`src/rtl/banco_registros.sv`:
```
// 32x32 register file: two combinational read ports, one synchronous write port, r0 hardwired to zero.
// Optional same-cycle write-through bypass enabled by defining BANCO_REGISTROS_BYPASS_EN.
module banco_registros #(
  parameter int DATA_W = 32,
  parameter int ADDR_W = 5
) (
  input  logic              clk,
  input  logic              rst,
  input  logic              WriteReg,
  input  logic [ADDR_W-1:0] DirWrite,
  input  logic [DATA_W-1:0] DatoWB,
  input  logic [ADDR_W-1:0] DirRs,
  input  logic [ADDR_W-1:0] DirRt,
  output logic [DATA_W-1:0] DatoRs,
  output logic [DATA_W-1:0] DatoRt
);

  localparam int DEPTH = 2 ** ADDR_W;

  logic [DATA_W-1:0] regs [DEPTH];
  logic              writeValid;

  // A commit is real only outside reset and never to r0.
  assign writeValid = WriteReg && !rst && (DirWrite != '0);

  always_ff @(posedge clk) begin
    if (rst) begin
      for (int i = 0; i < DEPTH; i++) regs[i] <= '0;
    end else if (writeValid) begin
      regs[DirWrite] <= DatoWB;
    end
  end

  function automatic logic [DATA_W-1:0] readPort(input logic [ADDR_W-1:0] addr);
    logic [DATA_W-1:0] value;
    value = regs[addr];
`ifdef BANCO_REGISTROS_BYPASS_EN
    if (writeValid && (DirWrite == addr)) value = DatoWB;
`endif
    if (addr == '0) value = '0;
    return value;
  endfunction

  always_comb begin
    DatoRs = readPort(DirRs);
    DatoRt = readPort(DirRt);
  end

endmodule
```
`config.mk`:
```
export PLATFORM = sky130hd
export DESIGN_NAME = banco_registros
export DESIGN_NICKNAME = d
export VERILOG_FILES = /design/src/rtl/banco_registros.sv
export SDC_FILE = /design/constraint.sdc
export NUM_CORES = 2
export LEC_CHECK = 0
export CAP_MARGIN = 10
export CORE_ASPECT_RATIO = 1.2
export CORE_MARGIN = 2
export CORE_UTILIZATION = 60
export CTS_CLUSTER_DIAMETER = 100
export CTS_CLUSTER_SIZE = 24
export DETAILED_ROUTE_END_ITERATION = 10
export PLACE_DENSITY = 0.77
export SLEW_MARGIN = 30
export SYNTH_ARGS = -nofsm -noshare
export SYNTH_HDL_FRONTEND = slang
export SYNTH_SLANG_ARGS = --single-unit
```
`constraint.sdc`:
```
create_clock -name clk -period 4.2 [get_ports clk]
set_input_delay 0.84 -clock clk [delete_from_list [all_inputs] [get_ports clk]]
set_output_delay 0.84 -clock clk [all_outputs]
set_load 0.02 [all_outputs]
```
==> metrics.cfg <==
[outcome]
status = finished with violations
violations = negative setup slack

[final_layout]
reg_top3 = regs: 1024 flops
fin_util_pct = 68.4
syn2layout_area_growth_pct = 12.7
drive_gt1_share_pct = 30.3
largest_register = regs
nNetsFinal = 3744
largest_reg_flops = 1024

[clock_network]
path_clk_slew_ps = 100
h-tree-depth = 2
clkSinkCount = 1024
cts_buffers = 48
cts_buffer_depth = 3
cts_tree = yes
cts-root-buf = clkbuf_16

[drt]
via_per_inst = 7.35
drc = 0
drt_pass1_iterations = 5
drt_iter0_markers = 5134
ant_nets = 0
routed_wirelength_mm = 181
vias = 35709
routedWlPerCell_um = 37.2

[synthesis]
synthArstFlopShare_pct = 0
synth_area_per_cell_um2 = 15.5
synth_top_cell_by_area = edfxtp_1
synth_top_area_share_pct = 56.7
ys.flop_type = edfxtp_1
netlist_instances = 3502
synth_enable_flop_cells = 1024
ys_top_cells_by_area = edfxtp_1, mux4_2, and2_1, mux2i_1, clkbuf_1
ys_types = 42
synth.cell_area_um2 = 54200
yosysWarnings = 0
ys_ff_latch = 1024
seq_area_frac_synth_pct = 56.7

[timing]
finalWorstSetupSlack_ps = -12.0
setup_viol = 3
tightest_slew_ps = 997
finalWorstPathRequiredPeriod_ps = 4210
hold_viol = 0
setup_tns_ps = -17.3
fmax_mhz = 237
period_share_pct = 100
drv_slew = 0
max_slew_margin_pct = 33.5

[grt]
grt_overflow_total = 0
antenna_found_initial = 9
grt_pass1_wl_mm = 256
grt_max_degree = 64
grt_use_total_pct = 39.2
grt_pass1_vias = 36832

[die]
core_area_um2 = 89300
initial_utilization_pct = 60.7
die_x_um = 278
io_pins = 114
fp.dieArea_um2 = 92800
num_rows = 120
die_height_um = 333

[worst_setup_path]
critPathMostFrequentCell = buf_4
crit_slowest_cell = a2111oi_2
required_ps = 3360
worstPathArrival_ps = 3370
critical_path.max_stage_delay_ps = 580
start_kind = input pin
crit_type = input pin to output pin
crit_path_end_kind = output pin
crit_chain = clkdlybuf4s50_1 -> buf_4 -> or3_1 -> buf_4 -> o22ai_1 -> a2111oi_2 -> nor3_1 -> buf_4 -> dlygate4sd2_1
cp_max_fo = 9

[job]
cap_violations = 0

[power_and_ir_drop]
p_per_area_nw_per_um2 = 343
vdd_drop_max_v = 0.000318
leakage_nw = 21.4
power_mw = 21.0

[placed_design]
pre_cts_slack_ps = -619
routabilityCongestion = 0.918
io_buffers = 113
place_hpwl_mm = 116

[min_path]
hold_class = input pin to flop

-- synth_stat cells, types with 5 or more instances --
cell type and number:
edfxtp_1 1024, and2_1 995, mux4_2 472, clkbuf_1 270
mux2i_1 150, o22ai_1 103, nor3_1 54, a22o_1 51
buf_2 46, a2111oi_1 41, nor2_1 36, or2_2 33
buf_4 31, mux2_2 30, buf_6 22, buf_1 18
a22oi_1 16, a2111oi_0 14, nor2b_1 14, a21oi_1 12
a211oi_1 7, nand2_1 7, nor4_1 6, nand2b_1 5
nand3_1 5, nand3b_1 5
-- per-layer routing --
layer | vias up | part of all wire, % | track usage (%)
met3 | 667 | 12 | 8.47
met4 | 10 | 8.3 | 26.6
met2 | 3000 | 48 | 63.2
met1 | 18160 | 32 | 47.9
li1 | 13872 | - | -
met5 | - | 0.032 | 0
-- area by class of cell --
cell class,instances,area (um^2)
antenna,4,10.0
clock buffer,49,1230
clock inverter,2,12.5
fill,5862,28200
inverter,2,7.51
multi-input combinational,2120,22500
sequential,1024,30700
tap,1159,1450
timing repair buffer,498,5130
-- cell families after synthesis --
| logic type | synth area share [%] |
|---|---|
| multiplexers | 23.0 |
| AND/OR/NAND/NOR | 13.3 |
| buffers and inverters | 3.32 |
| other | 0.00691 |
| AO/OA/AOI/OAI | 3.65 |
| flip-flops | 56.7 |
-- power breakdown --
| group | total, mW | internal [mW] | leakage (nW) | switching, mW |
|---|---|---|---|---|
| sequential | 12.1 | 11.8 | 9.75 | 0.324 |
| combinational | 3.61 | 1.64 | 11.1 | 1.97 |
| clock | 5.26 | 2.09 | 0.610 | 3.16 |
| total | 21.0 | 15.5 | 21.4 | 5.46 |
-- stage by stage --
step,hold WS [ps],std cells,instance area [um^2]
final,816,4858,61100
after global routing,840,4854,61100
after CTS,830,4852,61000
after detailed placement,1520,4797,59200
after global placement,1670,4797,59200
after floorplan,1040,3533,54400
-- critical path, delay by kind of cell --
family	cells	cell delay, ps
AO/OA/AOI/OAI	2	740
buffers and inverters	5	1450
AND/OR/NAND/NOR	2	330
-- what timing repair did --
| item | in CTS | in global routing |
|---|---|---|
| gates cloned | 2 | 0 |
| pin swaps | 0 | 1 |
| gates resized for setup | 119 | 46 |
| buffers inserted | 2 | 2 |
| setup endpoints to repair | 62 | 37 |
| hold buffers | 0 | 0 |
-- placed cells by master (no fill, tap or decap), types with 47 or more instances in the layout --
cell type,count
mux4_2,472
clkbuf_16,49
nor3_1,47
buf_12,88
o22ai_1,87
edfxtp_1,1024
mux2i_1,150
buf_4,289
and2_1,994
a22o_1,50
-- worst paths after layout --
| path | depth (start not counted) | end | slack (ps) | startpoint |
|---|---|---|---|---|
| worst max-delay path | 9 | DatoRs[5] | -10 | DirRs[3] |
| worst min-delay path | 2 | regs[14][19] | 820 | DatoWB[19] |
No activity file was read; power rests on OpenSTA's default activity.
